--- config.mk ---
export PLATFORM = sky130hd
export DESIGN_NAME = dispatch_ctrl
export DESIGN_NICKNAME = d
export VERILOG_FILES = /design/src/rtl/dispatch_ctrl_pkg.sv /design/src/rtl/dispatch_credit.sv /design/src/rtl/dispatch_ctrl.sv
export SDC_FILE = /design/constraint.sdc
export NUM_CORES = 1
export LEC_CHECK = 0
export CAP_MARGIN = 10
export CORE_UTILIZATION = 45
export DETAILED_ROUTE_END_ITERATION = 16
export PLACE_DENSITY = 0.66
export SETUP_SLACK_MARGIN = 0.02
export SKIP_LAST_GASP = 1
export SLEW_MARGIN = 30
export SYNTH_ARGS = -nofsm -noshare
export SYNTH_HDL_FRONTEND = slang
export SYNTH_HIERARCHICAL = 1
export SYNTH_SLANG_ARGS = --single-unit
--- constraint.sdc ---
create_clock -name clk -period 3.7 [get_ports clk]
set_input_delay 0.555 -clock clk [delete_from_list [all_inputs] [get_ports clk]]
set_output_delay 0.555 -clock clk [all_outputs]
set_load 0.005 [all_outputs]
--- src/rtl/dispatch_ctrl_pkg.sv ---
// Shared dispatch definitions: FSM states, FU-class bit positions, queue depth default.
package dispatch_ctrl_pkg;
  localparam int QDEPTH_DEF = 8;
  localparam int NUM_FU     = 6;

  localparam int FU_ALU1   = 0;
  localparam int FU_ALU2   = 1;
  localparam int FU_MULDIV = 2;
  localparam int FU_BR     = 3;
  localparam int FU_LSU    = 4;
  localparam int FU_SP     = 5;

  typedef enum logic [1:0] {
    ST_RUN,
    ST_SECOND,
    ST_SERIAL_WAIT
  } state_e;
endpackage

--- src/rtl/dispatch_credit.sv ---
// One issue-queue credit counter: starts full, push takes a credit, free returns one.
// Credit updates land at the next edge; flush or reset refill it to QDEPTH.
module dispatch_credit
  import dispatch_ctrl_pkg::*;
#(
  parameter int QDEPTH = QDEPTH_DEF,
  localparam int CW    = $clog2(QDEPTH + 1)
) (
  input  logic          clk,
  input  logic          resetn,
  input  logic          flush,
  input  logic          push,
  input  logic          free,
  output logic [CW-1:0] credit,
  output logic          avail
);
  localparam logic [CW-1:0] FULL = CW'(QDEPTH);

  logic [CW-1:0] credit_q, credit_d;

  always_comb begin
    credit_d = credit_q;
    if (flush) begin
      credit_d = FULL;
    end else if (push && !free) begin
      credit_d = (credit_q == '0) ? '0 : credit_q - 1'b1;
    end else if (free && !push) begin
      credit_d = (credit_q >= FULL) ? FULL : credit_q + 1'b1;
    end
  end

  always_ff @(posedge clk) begin
    if (!resetn) credit_q <= FULL;
    else         credit_q <= credit_d;
  end

  assign credit = credit_q;
  assign avail  = (credit_q != '0);

  // A free with no entry outstanding means the queue returned more than it took.
  a_no_overflow: assert property (@(posedge clk) disable iff (!resetn || flush)
    (free && !push) |-> (credit_q < FULL));
  a_no_underflow: assert property (@(posedge clk) disable iff (!resetn || flush)
    push |-> (credit_q != '0));
endmodule

--- src/rtl/dispatch_ctrl.sv ---
// Dispatch FSM: pushes decoded uops into one-hot FU queues, zero-latency, stalls on no credit.
// Optional serial-op hold behind an empty ROB is built only with DISPATCH_SERIALIZE_EN.
module dispatch_ctrl
  import dispatch_ctrl_pkg::*;
#(
  parameter int QDEPTH = QDEPTH_DEF
) (
  input  logic              clk,
  input  logic              resetn,
  input  logic              flush,
  input  logic              rob_empty,
  input  logic              in_valid,
  output logic              in_ready,
  input  logic [NUM_FU-1:0] in_class,
  input  logic              in_dual,
  input  logic              in_serial,
  output logic              is_inst2,
  output logic [NUM_FU-1:0] q_push,
  input  logic [NUM_FU-1:0] q_free
);
  localparam int CW = $clog2(QDEPTH + 1);

  state_e            state_q, state_d;
  logic [CW-1:0]     credit [NUM_FU];
  logic [NUM_FU-1:0] avail;
  logic              class_ok, target_avail, serial_hold;
  logic              push_en, ready_en;

  assign class_ok     = in_valid && $onehot(in_class);
  assign target_avail = |(in_class & avail);

`ifdef DISPATCH_SERIALIZE_EN
  assign serial_hold = in_serial && !rob_empty;
`else
  logic unused_serial;
  assign unused_serial = in_serial ^ rob_empty;
  assign serial_hold   = 1'b0;
`endif

  always_comb begin
    state_d  = state_q;
    push_en  = 1'b0;
    ready_en = 1'b0;
    is_inst2 = 1'b0;
    if (flush) begin
      state_d = ST_RUN;
    end else begin
      unique case (state_q)
        ST_RUN: begin
          if (class_ok && serial_hold) begin
`ifdef DISPATCH_SERIALIZE_EN
            state_d = ST_SERIAL_WAIT;
`endif
          end else if (class_ok && target_avail) begin
            push_en = 1'b1;
            if (in_dual) state_d  = ST_SECOND;
            else         ready_en = 1'b1;
          end
        end
        ST_SECOND: begin
          is_inst2 = 1'b1;
          if (class_ok && target_avail) begin
            push_en  = 1'b1;
            ready_en = 1'b1;
            state_d  = ST_RUN;
          end
        end
`ifdef DISPATCH_SERIALIZE_EN
        ST_SERIAL_WAIT: begin
          if (class_ok && rob_empty && target_avail) begin
            push_en  = 1'b1;
            ready_en = 1'b1;
            state_d  = ST_RUN;
          end
        end
`endif
        default: state_d = ST_RUN;
      endcase
    end
  end

  always_ff @(posedge clk) begin
    if (!resetn) state_q <= ST_RUN;
    else         state_q <= state_d;
  end

  assign q_push   = (push_en && resetn) ? in_class : '0;
  assign in_ready = ready_en && resetn;

  for (genvar g = 0; g < NUM_FU; g++) begin : g_credit
    dispatch_credit #(.QDEPTH(QDEPTH)) u_credit (
      .clk    (clk),
      .resetn (resetn),
      .flush  (flush),
      .push   (q_push[g]),
      .free   (q_free[g]),
      .credit (credit[g]),
      .avail  (avail[g])
    );
  end

  a_class_onehot: assert property (@(posedge clk) disable iff (!resetn || flush)
    in_valid |-> $onehot(in_class));
endmodule

### Word level (Yosys, flattened, before mapping)

Index checks and enable logic that the tools add are counted.

* word-level logic and storage cells: 126
* bits in writable memories: 0
* ROM bits: 0
* input port bits: 19
* memories: 0
* output and inout bits: 8
* register bits: 26
* latch bits: 0

* reduce and logical (&&, ||, !) cells: 51
* muxes and demuxes: 38
* $mul: 0
* bitwise logic cells: 2
* $add $sub $neg: 17
* order comparisons: 6
* shifts and indexed selects: 0
* eq/ne operators: 5
* div/mod/pow operators: 0

Operators with widths (count)
* 4-bit two-way mux: 24
* 4-bit by 1-bit adder with 4-bit output (second input constant): 6
* 4-bit greater-or-equal comparator (second input constant): 6
* 4-bit zero test: 6
* 4-bit nonzero test: 6
* 4-bit by 1-bit subtractor with 4-bit output (second input constant): 6
* 1-bit logical AND: 16
* 1-bit zero test: 12
* 2-bit nonzero test: 6
* 1-bit two-way mux: 8
* 1-bit by 1-bit adder with 2-bit output: 3
* 6-bit bitwise AND: 1
* 2-bit two-way mux: 3
* 6-bit two-way mux: 1
* 2-bit != test (second input constant): 3
* 6-bit OR reduction: 1
* 2-bit one-hot mux with 2 select lines: 1
* 2-bit OR reduction: 2
* 2-bit by 2-bit adder with 3-bit output: 1
* 3-bit by 2-bit adder with 3-bit output: 1
* 3-bit by 1-bit equality test with 1-bit output (second input constant): 1
* 3-bit AND reduction: 1
* 2-bit by 1-bit equality test with 1-bit output (second input constant): 1
* 2-bit zero test: 1
* 2 further kinds: 2

### Logic depth before layout (Yosys ltp)

Gate-level depths: netlist (run 1).

* depth after elaboration: 15
* depth in mapped cells: 14
* gate-level depth less buffers: 13

### By module

Netlist (run 1), hierarchy kept.

By module, submodules not included
* dispatch_credit: sequential area each 80.1 sq um, instances 6, area an instance 326.6 sq um, cells each 39
* dispatch_ctrl: sequential area each 20.0 sq um, instances 1, area an instance 254.0 sq um, cells each 31

### Worst setup path after synthesis (run 1)

OpenSTA, ideal clock, no wires.

* path kind: input -> register
* from: in in_class[0]
* to: reg g_credit[0].u_credit.credit_q[3]
* setup slack: -0.074 ns
* arrival time: 3.640 ns
* data required time: 3.567 ns
* stages on the path: 14
* setup time: 0.133 ns
* buffers on the path: 1
* path through: inv_1 > fa_1 > fa_1 > inv_1 > ha_1 > fa_1 > nand4bb_1 > a311oi_2 > and2_1 > ha_1 > clkbuf_2 > o21a_1 > nor2_1 > o221ai_1

* word-level cells in the longest chain between the ends: 14
* elaborated cells between the ends (all ways): 18
* classes of those cells: add/sub: 3; eq/ne: 1; mux: 5; bitwise: 1; reduce/logical: 8

RTL lines
* start: declaration: RTL line dispatch_ctrl.sv:14 `input logic [NUM_FU-1:0] in_class,`
* 1-bit by 1-bit adder with 2-bit output (implied by the code): RTL line dispatch_ctrl.sv:29 `assign class_ok = in_valid && $onehot(in_class);`
* 2-bit by 2-bit adder with 3-bit output (implied by the code): RTL line dispatch_ctrl.sv:29
* 3-bit by 2-bit adder with 3-bit output (implied by the code): RTL line dispatch_ctrl.sv:29
* 3-bit by 1-bit equality test with 1-bit output: RTL line dispatch_ctrl.sv:29
* 1-bit logical AND: RTL line dispatch_ctrl.sv:29
* 1-bit logical AND: RTL line dispatch_ctrl.sv:54, dispatch_ctrl.sv:62
* 1-bit two-way mux: RTL line dispatch_ctrl.sv:54, dispatch_ctrl.sv:62
* 1-bit two-way mux
* 1-bit two-way mux: RTL line dispatch_ctrl.sv:45 `if (flush) begin`
* 1-bit logical AND: RTL line dispatch_ctrl.sv:87 `assign q_push = (push_en && resetn) ? in_class : '0;`
* 6-bit two-way mux *: RTL line dispatch_ctrl.sv:87
* via q_push[0]: RTL line dispatch_ctrl.sv:18 `output logic [NUM_FU-1:0] q_push,`
* 1-bit zero test: RTL line dispatch_credit.sv:27 `end else if (free && !push) begin`
* 1-bit logical AND: RTL line dispatch_credit.sv:27
* 2-bit nonzero test (no line)
* end signal: assignment: RTL line dispatch_credit.sv:34 `else credit_q <= credit_d;`
* end: declaration: RTL line dispatch_credit.sv:19 `logic [CW-1:0] credit_q, credit_d;`

The timed path passes the listed nets; every way through them passes the cells marked *.
A chain may end at the register's enable or synchronous reset.

### Final worst setup path (run 1)

* from: in in_class[1]
* to: out q_push[2]

* word-level cells in the longest chain between the ends: 11
* elaborated cells between the ends (all ways): 13
* classes of those cells: add/sub: 3; eq/ne: 1; mux: 4; bitwise: 1; reduce/logical: 4

RTL lines (RTL line)
* 1-bit by 1-bit adder with 2-bit output (implied by the code): dispatch_ctrl.sv:29
* 2-bit by 2-bit adder with 3-bit output (implied by the code): dispatch_ctrl.sv:29
* 3-bit by 2-bit adder with 3-bit output (implied by the code): dispatch_ctrl.sv:29
* 3-bit by 1-bit equality test with 1-bit output: dispatch_ctrl.sv:29
* 1-bit logical AND: dispatch_ctrl.sv:29
* 1-bit logical AND *: dispatch_ctrl.sv:54, dispatch_ctrl.sv:62
* 1-bit two-way mux *: dispatch_ctrl.sv:54, dispatch_ctrl.sv:62
* 1-bit two-way mux *
* 1-bit two-way mux *: dispatch_ctrl.sv:45
* 1-bit logical AND *: dispatch_ctrl.sv:87
* 6-bit two-way mux *: dispatch_ctrl.sv:87
* end: declaration: dispatch_ctrl.sv:18

Mark *: on every way between the ends. The rest lies on a longest branch, timed or not.

==> results of run 1 <==
==> stage by stage <==
| stage | hold WS (ns) | instances | setup slack (ns) | area [um2] | setup TNS [ns] |
|---|---|---|---|---|---|
| floorplan | 0.476 | 265 | -0.00592 | 2260 | -0.0121 |
| global placement | 0.496 | 379 | -0.892 | 2730 | -22.59 |
| detailed placement | 0.516 | 379 | -0.978 | 2730 | -25.17 |
| CTS | 0.536 | 389 | -0.316 | 3060 | -3.43 |
| global route | 0.573 | 389 | -0.351 | 3200 | -4.94 |
| finish | 0.531 | 389 | -0.256 | 3200 | -2.27 |
==> worst register-to-register path, stage by stage (launching register included) <==
cell,delay (ns)
dfxtp_1,0.37
inv_1,0.14
ha_1,0.21
or3b_4,0.42
a22oi_1,0.34
a311oi_2,0.17
buf_4,0.17
buf_6,0.12
buf_6,0.11
and2_4,0.13
buf_4,0.13
ha_4,0.15
buf_6,0.12
or2b_2,0.30
o2111ai_2,0.09
a21oi_1,0.08
==> power breakdown <==
group	internal [mW]	total (mW)	switching, mW
sequential	0.277	0.292	0.0150
clock	0.0771	0.168	0.0905
combinational	0.116	0.213	0.0970
==> cells in the final DEF, fill, tap and decap left out, drive strengths merged <==
| cell | instances |
|---|---|
| nand3 | 6 |
| or3b | 6 |
| nand4bb | 1 |
| a221oi | 12 |
| clkbuf | 5 |
| o21a | 6 |
| a21oi | 18 |
| nand2b | 7 |
| ha | 25 |
| fa | 3 |
| a311oi | 1 |
| nor2 | 13 |
| a22oi | 3 |
| xor2 | 6 |
| inv | 38 |
| o221ai | 6 |
| nor2b | 15 |
| nand2 | 18 |
| clkdlybuf4s50 | 12 |
| mux2i | 7 |
| buf | 44 |
| nor4 | 6 |
| o2111ai | 6 |
| dlymetal6s2s | 2 |
| and2 | 6 |
| dfxtp | 25 |
| or2b | 6 |
| o211ai | 6 |
| a31oi | 7 |
| a211oi | 6 |
==> flip-flops by register name, summed over array words and instances, names as in the netlist <==
register	count
g_credit.u_credit/credit	24
state_q	1
==> per-layer routing <==
metal,part of all wire (%),vias to the layer above
met5,0,-
met4,0.85,0
met3,3.1,4
met2,49,36
met1,47,1005
li1,-,1066
==> synthesized netlist by cell type, types with 7 or more instances <==
| cell | number | share of area, % |
|---|---|---|
| nor2b_1 | 15 | 4.2 |
| nand2b_1 | 7 | 2.0 |
| nand2_1 | 18 | 3.1 |
| a21oi_1 | 18 | 4.1 |
| ha_1 | 25 | 14 |
| inv_1 | 38 | 6.4 |
| dfxtp_1 | 25 | 23 |
| a221oi_1 | 12 | 4.7 |
| a31oi_1 | 7 | 2.0 |
| nor2_1 | 13 | 2.2 |
| mux2i_1 | 7 | 3.2 |
==> cell type report <==
type                       instances  area, um2
clock buffer                       4       45.0
fill                             354       1520
inverter                          38        145
multi-input combinational        196       1850
sequential                        25        500
tap                               67       83.8
timing repair buffer              59        579
==> repair_timing <==
item                                    in CTS  in global routing
pin swaps                                   34                 26
setup buffers                               16                  2
endpoints found under the hold margin        0                  0
endpoints found under the setup margin      31                 31
resized for setup                          110                 37
==> path summary, 6_finish.rpt <==
check                                 startpoint                              to  cells after the start
setup / recovery                     in_class[1]                       q_push[2]                     14
hold / removal    g_credit[3].u_credit/credit[0]  g_credit[3].u_credit/credit[0]                      2
setup reg to reg  g_credit[0].u_credit/credit[0]  g_credit[0].u_credit/credit[0]                     15
hold reg to reg   g_credit[3].u_credit/credit[0]  g_credit[3].u_credit/credit[0]                      2
==> cells by family after synthesis <==
group | count (synthesis) | synth area share, %
simple gates | 84 | 22.2
compound gates | 71 | 25.0
buf+inv | 44 | 7.80
fa+ha+maj | 28 | 16.8
flops | 25 | 22.6
mux | 7 | 3.17
xor+xnor | 6 | 2.37
==> results.sh, run 1 <==
export IMPL_cts_root_buf="clkbuf_8"
export IMPL_start_util_pct=46.9
export IMPL_worstSetupEndpointType="output pin"
export IMPL_startpoint_type="primary input"
export IMPL_ir_worst_vdd_mv=0.148
export IMPL_die_h_um=72.1
export IMPL_grt_ovfl_total=0
export IMPL_cp_max_fo=3
export IMPL_drt_iter0_drc=65
export IMPL_cp_slowest_cell="fa_1"
export IMPL_layout_drive_gt1_share_pct=39.4
export IMPL_tightest_slew_ns=0.336
export IMPL_use_met1_pct=27.9
export IMPL_total_power_uw=673
export IMPL_die_w_um=72.1
export IMPL_row_count=25
export IMPL_clk_latency_ns=0.27
export IMPL_grt_pass1_vias=2045
export IMPL_cpPeakStageDelay_ns=0.49
export IMPL_status="complete, but fails checks"
export IMPL_synth_edf_count=0
export IMPL_antenna_cells=0
export IMPL_synth_warnings=6
export IMPL_syn_cell_area_um2=2210
export IMPL_cts_sinks=25
export IMPL_routedWlPerCell_um=14.5
export IMPL_routed_wl_um=5640
export IMPL_core_area_um2=4720
export IMPL_worst_path_buf_inv=7
export IMPL_crit_family="adder cells"
export IMPL_setup_viol=20
export IMPL_area_growth_pct=44.5
export IMPL_postRouteAntennaNets=0
export IMPL_grt_first_pass_wirelength_um=9200
export IMPL_hold_class="flop to flop"
export IMPL_final_util_pct=67.7
export IMPL_routed_via_density=5.43
export IMPL_nets=370
export IMPL_fin_skew_ns=0.00276
export IMPL_yosys_register_bits=25
export IMPL_vias=2111
export IMPL_place_congestion=0.830
export IMPL_clk_path_buf_depth=2
export IMPL_power_density_nw_per_um2=210
export IMPL_grt_busiest_layer="met2"
export IMPL_synth_async_reset_ratio_pct=0
export IMPL_die_area_um2=5200
export IMPL_p_leak_nw=1.26
export IMPL_cts_tree="built"
export IMPL_finalCritPeriodShare_pct=107
export IMPL_setup_slack_ns=-0.256
export IMPL_grtUsageMet2_pct=39.6
export IMPL_maxCapViolations=0
export IMPL_worstSetupPathType="primary input to output pin"
export IMPL_fmax_mhz=253
export IMPL_violations="setup timing"
export IMPL_cp_data_arrival_time_ns=3.40
export IMPL_dpl_hpwl_um=3950
export IMPL_cts_hold_buf=0
export IMPL_first_pass_iters=4
export IMPL_r2r_slack_ns=0.54
export IMPL_rsz0062_at_grt="yes"
export IMPL_grtUsageTotal_pct=22.1
export IMPL_synth_area_per_cell_um2=8.35
export IMPL_path_cells="buf_8, inv_4, fa_1, fa_1, inv_1, ha_2, fa_1, nand4bb_4, a311oi_2, buf_4, buf_6, buf_6, and2_4, buf_6"
export IMPL_path_clk_slew_ns=0.09
export IMPL_final_max_slew_viol_count=0
export IMPL_min_period_ns=3.96
export IMPL_io_pins=27
export IMPL_ys_seq_area_share_pct=22.6
export IMPL_ys_flop_type="dfxtp_1"
export IMPL_htreeDepth=1
export IMPL_synth_net_count=312
export IMPL_finalHoldViolCount=0
export IMPL_ys_types=27
export IMPL_met3_usage_pct=2.64
export IMPL_antenna_found_initial=0
export IMPL_slew_headroom_pct=77.6
export IMPL_grt_max_degree=14
export IMPL_cts_buffers=3
export IMPL_numPortBuffers=24
export IMPL_cp_required_ns=3.14
export IMPL_route_detailed_drc=0
export IMPL_synth_cells=265
No activity file was read; power rests on OpenSTA's default activity.
==> inputs of run 2 (changes only) <==
--- a/config.mk
+++ b/config.mk
@@ -6,6 +6,7 @@
 export NUM_CORES = 1
 export LEC_CHECK = 0
 export CAP_MARGIN = 10
+export CORE_MARGIN = 1.5
 export CORE_UTILIZATION = 45
 export DETAILED_ROUTE_END_ITERATION = 16
 export PLACE_DENSITY = 0.66
==> run 2 against run 1 <==
  * The flow still finishes with violations (setup timing)
  * Largest cell class unchanged
  * Global-route usage shrank 0.14 points
  * Routed wire length decreased by 3.2%
  * Register-to-register slack better by 0.05 ns
  * Clock-buffer cell count unchanged
==> results.sh, run 2 (synthesized netlist as in run 1, its figures left out) <==
export IMPL_cts_sinks=25
export IMPL_power_density_nw_per_um2=214
export IMPL_swShare_pct=30.5
export IMPL_finalHoldViolCount=0
export IMPL_startpoint="in_class[0]"
export IMPL_grt_max_degree=14
export IMPL_dpl_worst_slack_ns=-0.936
export IMPL_routed_via_density=5.45
export IMPL_drt_iter0_drc=60
export IMPL_final_common_cell="inv_1"
export IMPL_final_max_slew_viol_count=0
export IMPL_min_period_ns=3.81
export IMPL_routed_wl_um=5460
export IMPL_worst_path_buf_inv=6
export IMPL_grt_ovfl_total=0
export IMPL_violations="setup timing"
export IMPL_finalCritPeriodShare_pct=103
export IMPL_cpPeakStageDelay_ns=0.48
export IMPL_cts_tree="built"
export IMPL_grt_first_pass_wirelength_um=9270
export IMPL_clk_latency_ns=0.28
export IMPL_die_h_um=73.1
export IMPL_setup_slack_ns=-0.112
export IMPL_place_congestion=0.838
export IMPL_worstReg2RegStart="g_credit[4].u_credit/credit[0]"
export IMPL_total_power_uw=674
export IMPL_clkPwrFrac_pct=25.4
export IMPL_regArea_um2=500
export IMPL_endpoint="q_push[2]"
export IMPL_first_pass_iters=4
export IMPL_vias=2105
export IMPL_r2r_slack_ns=0.59
export IMPL_htreeDepth=1
export IMPL_rsz0062_at_grt="yes"
export IMPL_pwr_share_comb_pct=31.2
export IMPL_area_growth_pct=41.9
export IMPL_startpoint_type="primary input"
export IMPL_grt_pass1_vias=2009
export IMPL_cp_num_cells=13
export IMPL_antenna_found_initial=0
export IMPL_r2r_end="g_credit[3].u_credit/credit[0]"
export IMPL_worstSetupEndpointType="output pin"
export IMPL_holdWs_ns=0.529
export IMPL_ir_worst_vdd_mv=0.127
export IMPL_tightest_slew_ns=0.424
export IMPL_cts_buffers=3
export IMPL_nFillCells=365
export IMPL_start_util_pct=46.9
export IMPL_setup_viol=9
export IMPL_grtUsageTotal_pct=21.9
export IMPL_clk_path_buf_depth=2
export IMPL_cp_data_arrival_time_ns=3.26
export IMPL_crit_family="adder cells"
export IMPL_die_w_um=73.1
export IMPL_slew_headroom_pct=71.7
export IMPL_intPower_uw=468
export IMPL_path_clk_slew_ns=0.09
export IMPL_row_count=25
export IMPL_fin_area_um2=3140
export IMPL_largest_register_ffs=24
export IMPL_cp_max_fo=3
export IMPL_die_area_um2=5350
export IMPL_maxCapViolations=0
export IMPL_switching_power_uw=205
export IMPL_cts_root_buf="clkbuf_8"
export IMPL_final_util_pct=66.5
export IMPL_status="complete, but fails checks"
export IMPL_routedWlPerCell_um=14.1
export IMPL_fmax_mhz=262
export IMPL_cp_required_ns=3.14
export IMPL_fin_skew_ns=0.00287
export IMPL_worstSetupPathType="primary input to output pin"
export IMPL_antenna_cells=0
export IMPL_layout_drive_gt1_share_pct=37.6
export IMPL_crit_path_frequent_cell="fa_1"
export IMPL_dpl_instance_area_um2=2710
export IMPL_route_detailed_drc=0
export IMPL_nets=367
export IMPL_layout_common_cells="29 x inv_1, 25 x dfxtp_1, 20 x buf_4"
export IMPL_cp_slowest_cell="fa_1"
export IMPL_p_leak_nw=1.23
export IMPL_postRouteAntennaNets=0
export IMPL_reg2reg_depth=14
export IMPL_numPortBuffers=24
export IMPL_hold_class="flop to flop"
export IMPL_dpl_hpwl_um=3830
export IMPL_path_cells="buf_8, inv_4, fa_1, fa_1, inv_1, ha_2, fa_1, nand4bb_4, a311oi_4, buf_4, buf_6, and2_4, buf_6"
export IMPL_multi_input_area_um2=1830
export IMPL_seqPwrFrac_pct=43.3
export IMPL_io_pins=27
export IMPL_core_area_um2=4720
export IMPL_cts_hold_buf=0
-- run 2: cell types whose count changed in the layout (fill, tap and decap cells not counted), sizes merged --
| cell | before | now |
|---|---|---|
| buf | 44 | 42 |
| clkdlybuf4s50 | 12 | 13 |
| clkbuf | 5 | 4 |
| dlymetal6s2s | 2 | 1 |
-- run 2: repair_timing --
item / CTS / global route
endpoints found under the setup margin: 31 / 31
setup buffers: 5 / 2
resized for setup: 123 / 13
pin swaps: 33 / 12
-- run 2: worst min path at each step --
stage	start	endpoint	slack (ns)	depth (start not counted)
final	g_credit[2].u_credit/credit[0]	g_credit[2].u_credit/credit[0]	0.53	2
after detailed placement	g_credit[2].u_credit/credit[0]	g_credit[2].u_credit/credit[0]	0.51	2
after global routing	g_credit[4].u_credit/credit[0]	g_credit[4].u_credit/credit[0]	0.56	2
after floorplan	state_q[0]	state_q[0]	0.48	2
after global placement	state_q[0]	state_q[0]	0.50	2
after CTS	g_credit[2].u_credit/credit[0]	g_credit[2].u_credit/credit[0]	0.53	2
-- run 2: layer usage --
metal | up-vias | wire (um) | global-route usage, %
met2 | 48 | 2570 | 36.8
li1 | 1056 | - | -
met1 | 994 | 2620 | 29.2
met5 | - | 0 | 0
met3 | 7 | 191 | 2.90
met4 | 0 | 71 | 6.50
-- run 2: final cells by class --
cell class / instances / share of cell area (%)
multi-input cells: 196 / 58.3
repair buffers: 56 / 16.9
flip-flops and latches: 25 / 15.9
inverters: 38 / 4.70
well taps: 67 / 2.67
clock buffers: 4 / 1.43
-- run 2: through the flow --
step / TNS [ns] / cells
after global placement: -22.05 / 377
after floorplan: -0.0121 / 265
after global routing: -2.48 / 386
after CTS: -3.37 / 386
after detailed placement: -23.86 / 377
final: -0.531 / 386
-- run 2: power by group through the flow --
stage	Sequential (mW)	Combinational, mW	Clock, mW
final	0.292	0.210	0.171
after global routing	0.294	0.229	0.189
after CTS	0.291	0.202	0.182
after detailed placement	0.296	0.158	0
after global placement	0.296	0.155	0
after floorplan	0.293	0.105	0
-- run 2: tightest hold or removal path, delay by kind of cell (launching register included) --
kind | cells | cell delay (ns)
flip-flops | 1 | 0.36
AND/OR/NAND/NOR | 1 | 0.07
AO/OA/AOI/OAI | 1 | 0.06
==> variant 1 (flow settings as in run 2) <==
Change the package constant `NUM_FU` from 6 to 8.
--- a/src/rtl/dispatch_ctrl_pkg.sv
+++ b/src/rtl/dispatch_ctrl_pkg.sv
@@ -1,7 +1,7 @@
 // Shared dispatch definitions: FSM states, FU-class bit positions, queue depth default.
 package dispatch_ctrl_pkg;
   localparam int QDEPTH_DEF = 8;
-  localparam int NUM_FU     = 6;
+  localparam int NUM_FU     = 8;
 
   localparam int FU_ALU1   = 0;
   localparam int FU_ALU2   = 1;
Interface: changed (resized in_class, q_free and q_push); port bits go from 27 to 33. No check against the original RTL was run, so the function may have changed too.
==> variant 1 against run 2 <==
  * The flow still finishes with violations (setup timing)
  * Setup slack got worse by 0.71 ns
  * Sequential cell count is 8 higher
  * Critical path type unchanged
  * Design area is 37% higher
  * Area after synthesis up 35%
  * Routed wire length up 44%
  * Total power increased by 52%
  * Critical path depth is 2 higher
  * Maximum frequency shrank 16%
==> variant 1: results (changes against run 2) <==
set qor(detailroute.via_count) 2923 ;# was 2105
set qor(failing_checks) {setup timing} ;# unchanged
set qor(slew_headroom) 0.716 ;# was 0.717
set qor(worstReg2RegStart) {g_credit[2].u_credit/credit[0]} ;# was g_credit[4].u_credit/credit[0]
set qor(layout.nets) 501 ;# was 367
set qor(worst_flop_to_flop_path_endpoint) {g_credit[5].u_credit/credit[2]} ;# was g_credit[3].u_credit/credit[0]
set qor(crit_path_from) {in_class[3]} ;# was in_class[0]
set qor(detailedPlace.worstSlack_ns) -1.54 ;# was -0.936 ns
set qor(length_in_cells_of_the_worst_reg_to_reg_path) 12 ;# was 14
set qor(cts_inserted_buffers) 5 ;# was 3
set qor(outcome) {finished with violations} ;# unchanged
set qor(detailed_place_hpwl_microns) 5620 ;# was 3830 microns
set qor(drt_first_iter_violations) 103 ;# was 60
set qor(clock_skew_ns) 0.00444 ;# was 0.00287 ns
set qor(layout-drive-gt1-share) 0.393 ;# was 0.376
set qor(netlist-cell-type-count) 34 ;# was 27
set qor(routed_vias_inst) 5.65 ;# was 5.45
set qor(finalSetupTns_ns) -26.66 ;# was -0.531 ns
set qor(ys_top_cells_by_area) {sky130_fd_sc_hd__dfxtp_1 (22%), sky130_fd_sc_hd__ha_1 (15%), sky130_fd_sc_hd__inv_1 (6.7%)} ;# was sky130_fd_sc_hd__dfxtp_1 (23%), sky130_fd_sc_hd__ha_1 (14%), sky130_fd_sc_hd__inv_1 (6.4%)
set qor(whs_ns) 0.490 ;# was 0.529 ns
set qor(grt_use_total) 0.219 ;# about the same
set qor(worstSetupEndpoint) {q_push[5]} ;# was q_push[2]
set qor(cts.reportedPaths.clkPinSlew_ns) 0.06 ;# was 0.09 ns
set qor(synth_sequential_area_ratio) 0.222 ;# was 0.226
set qor(numPortBuffers) 30 ;# was 24
set qor(final-setup-viol-count) 42 ;# was 9
set qor(critical-path-max-stage-delay_ns) 0.55 ;# was 0.48 ns
set qor(postLayoutSetupSlackWorst_ns) -0.822 ;# was -0.112 ns
set qor(vdd_ir_drop_max_v) 0.000184 ;# was 0.000127 V
set qor(gp_routability_congestion) 0.878 ;# was 0.838
set qor(grt_max_degree) 11 ;# was 14
set qor(ctsHtreeMaxLevel) 2 ;# was 1
set qor(post_dp_cell_area_sq_um) 3750 ;# was 2710 sq um
set qor(leakage_nw) 1.68 ;# was 1.23 nW
set qor(synth_area_per_cell_sq_um) 8.28 ;# was 8.35 sq um
variant 1: cell families after synthesis:
kind of cell | after synthesis | synth area share
DFF | 33 | 0.222
buffers and inverters | 64 | 0.0865
and+or+nand+nor | 111 | 0.217
AOI/OAI and AO/OA | 97 | 0.250
xor gates and xnor gates | 8 | 0.0235
adders and majority gates | 39 | 0.174
muxes | 8 | 0.0269
variant 1: worst reg2reg max path: stages (launching register included):
cell,delay (ns)
sky130_fd_sc_hd__dfxtp_1,0.37
sky130_fd_sc_hd__inv_1,0.13
sky130_fd_sc_hd__ha_1,0.21
sky130_fd_sc_hd__or3b_4,0.43
sky130_fd_sc_hd__a22oi_1,0.28
sky130_fd_sc_hd__and4_1,0.36
sky130_fd_sc_hd__buf_4,0.25
sky130_fd_sc_hd__nor4_4,0.07
sky130_fd_sc_hd__buf_4,0.15
sky130_fd_sc_hd__ha_4,0.16
sky130_fd_sc_hd__nor2_1,0.34
sky130_fd_sc_hd__a21oi_1,0.15
sky130_fd_sc_hd__a211oi_2,0.22
variant 1: cell type report:
type | instances | area (sq um)
multi-input combinational | 263 | 2550
fill | 513 | 2070
timing repair buffer | 83 | 716
sequential | 33 | 661
inverter | 53 | 216
tap | 77 | 96.3
clock buffer | 8 | 80.1
variant 1: per-layer routing:
metal	vias to the layer above	track usage	wire, microns
li1	1460	-	-
met5	-	0	0
met4	0	0.0396	85
met3	10	0.0433	276
met1	1404	0.285	3640
met2	49	0.380	3850
variant 1: power by group:
group          leakage (nW)  internal (mW)  switching (mW)
Sequential            0.268          0.367          0.0208
Clock                0.0395          0.134           0.130
Combinational          1.37          0.195           0.176
variant 1: repair_timing:
action	in CTS	in global routing
endpoints found under the hold margin	0	0
gates cloned	0	0
setup endpoints to repair	42	42
pin swaps	39	15
gates resized for setup	121	37
setup buffers	9	5
==> variant 2 (settings of run 2) <==
Without the edit above. Reset style: asynchronous (`resetn`), changed in 2 clocked blocks.
--- a/src/rtl/dispatch_credit.sv
+++ b/src/rtl/dispatch_credit.sv
@@ -29,7 +29,7 @@
     end
   end
 
-  always_ff @(posedge clk) begin
+  always_ff @(posedge clk or negedge resetn) begin
     if (!resetn) credit_q <= FULL;
     else         credit_q <= credit_d;
   end
--- a/src/rtl/dispatch_ctrl.sv
+++ b/src/rtl/dispatch_ctrl.sv
@@ -79,7 +79,7 @@
     end
   end
 
-  always_ff @(posedge clk) begin
+  always_ff @(posedge clk or negedge resetn) begin
     if (!resetn) state_q <= ST_RUN;
     else         state_q <= state_d;
   end
Check against the original RTL: differs if resetn is asserted again (counterexample within 4 cycles, from zero or initial values and one cycle with resetn low); with resetn held inactive, the same outputs for 10 cycles.
==> variant 2 against run 2 <==
  * Design area is 4.7% lower
  * Highest routed layer unchanged
  * Setup slack worse by 0.024 ns
  * Synthesized cell count is 5.7% lower
  * Sequential power is 2% higher
  * Total power is 6.8% lower
  * Clock skew is 0.0037 ns higher
  * Routed wire length is 1.7% lower
  * Area after synthesis is 3.2% higher
  * Cell count is 4.1% lower
  * The run still ends with setup timing left
  * Sequential cell count stayed put
==> variant 2: results (changes against run 2) <==
set qor(outcome) {finished with violations} ;# unchanged
set qor(failing_checks) {setup timing} ;# unchanged
set qor(grt_use_total) 0.202 ;# was 0.219
set qor(gr_met2_demand_resource) 0.343 ;# was 0.368
set qor(grt_pass1_wl_microns) 8870 ;# was 9270 microns
set qor(synth_sequential_area_ratio) 0.277 ;# was 0.226
set qor(power_switching_share) 0.297 ;# was 0.305
set qor(postLayoutSetupSlackWorst_ns) -0.136 ;# was -0.112 ns
set qor(pg_comb_mw) 0.161 ;# was 0.210 mW
set qor(synth_compound_area_frac) 0.248 ;# was 0.250
set qor(worst_pin_slew_ns) 0.345 ;# was 0.424 ns
set qor(met3_length_microns) 129 ;# was 191 microns
set qor(synth_fa_ha_area_frac) 0.0975 ;# was 0.168
set qor(layout-drive-gt1-share) 0.327 ;# was 0.376
set qor(leakage_nw) 1.29 ;# was 1.23 nW
set qor(detailedPlace.worstSlack_ns) -1.02 ;# was -0.936 ns
set qor(layout.nets) 339 ;# was 367
set qor(cts_setup_buffers) 18 ;# was 5
set qor(grt_max_degree) 27 ;# was 14
set qor(routed-wl-met2_microns) 2750 ;# was 2570 microns
set qor(netlist-cell-type-count) 47 ;# was 27
set qor(detailroute.via_count) 2100 ;# was 2105
set qor(detail_route.wirelength.met1_microns) 2470 ;# was 2620 microns
set qor(global_route.usage.met1) 0.278 ;# was 0.292
set qor(ys_top_cells_by_area) {sky130_fd_sc_hd__dfrtp_1 (21%), sky130_fd_sc_hd__ha_1 (7.1%), sky130_fd_sc_hd__dfstp_2 (6.9%)} ;# was sky130_fd_sc_hd__dfxtp_1 (23%), sky130_fd_sc_hd__ha_1 (14%), sky130_fd_sc_hd__inv_1 (6.4%)
set qor(asyncSetResetFlopFracSynth) 1.00 ;# was 0
set qor(detailed_place_hpwl_microns) 3530 ;# was 3830 microns
set qor(clock_power_share) 0.272 ;# was 0.254
set qor(final-setup-viol-count) 10 ;# was 9
==> variant 2: cell count changes after synthesis, moves of 7 or more <==
cell                       change
sky130_fd_sc_hd__nor2b_1       -9
sky130_fd_sc_hd__ha_1         -12
sky130_fd_sc_hd__nand2_1       -7
sky130_fd_sc_hd__a221oi_1      -7
sky130_fd_sc_hd__a311oi_1     +11
sky130_fd_sc_hd__dfxtp_1      -25
sky130_fd_sc_hd__mux2i_1       -7
sky130_fd_sc_hd__nor3b_1      +15
sky130_fd_sc_hd__a21oi_1       -7
sky130_fd_sc_hd__dfrtp_1      +19
==> variant 2: path summary, 6_finish.rpt <==
kind	from	end	slack (ns)
worst max-delay path	in_class[0]	q_push[0]	-0.14
worst min-delay path	g_credit[1].u_credit/credit[3]	g_credit[1].u_credit/credit[3]	0.55
worst max register to register	g_credit[4].u_credit/credit[0]	g_credit[5].u_credit/credit[2]	0.58
worst min register to register	g_credit[1].u_credit/credit[3]	g_credit[1].u_credit/credit[3]	0.55
max in group asynchronous	resetn	g_credit[3].u_credit/credit[3]	2.68
min in group asynchronous	resetn	g_credit[4].u_credit/credit[2]	0.70
==> variant 2: cell families (layout without fill, tap and decap cells) <==
family	Yosys count	after routing
buffers and inverters	43	96
adders and majority gates	16	16
xor gates and xnor gates	5	5
AOI/OAI and AO/OA	71	71
and+or+nand+nor	90	90
DFF	25	25
==> variant 2: layout make-up <==
type	count	area, sq um
clock buffers	3	41.3
fillers	437	1820
flip-flops and latches	25	633
well taps	67	83.8
inverters	32	125
repair buffers	60	561
multi-input cells	182	1550
clock inverters	1	5.00
==> variant 2: worst max-delay path: cells and delay by family <==
family | cells | cell delay, ns
and+or+nand+nor | 2 | 0.37
AOI/OAI and AO/OA | 1 | 0.28
adders and majority gates | 4 | 1.56
buffers and inverters | 6 | 0.50
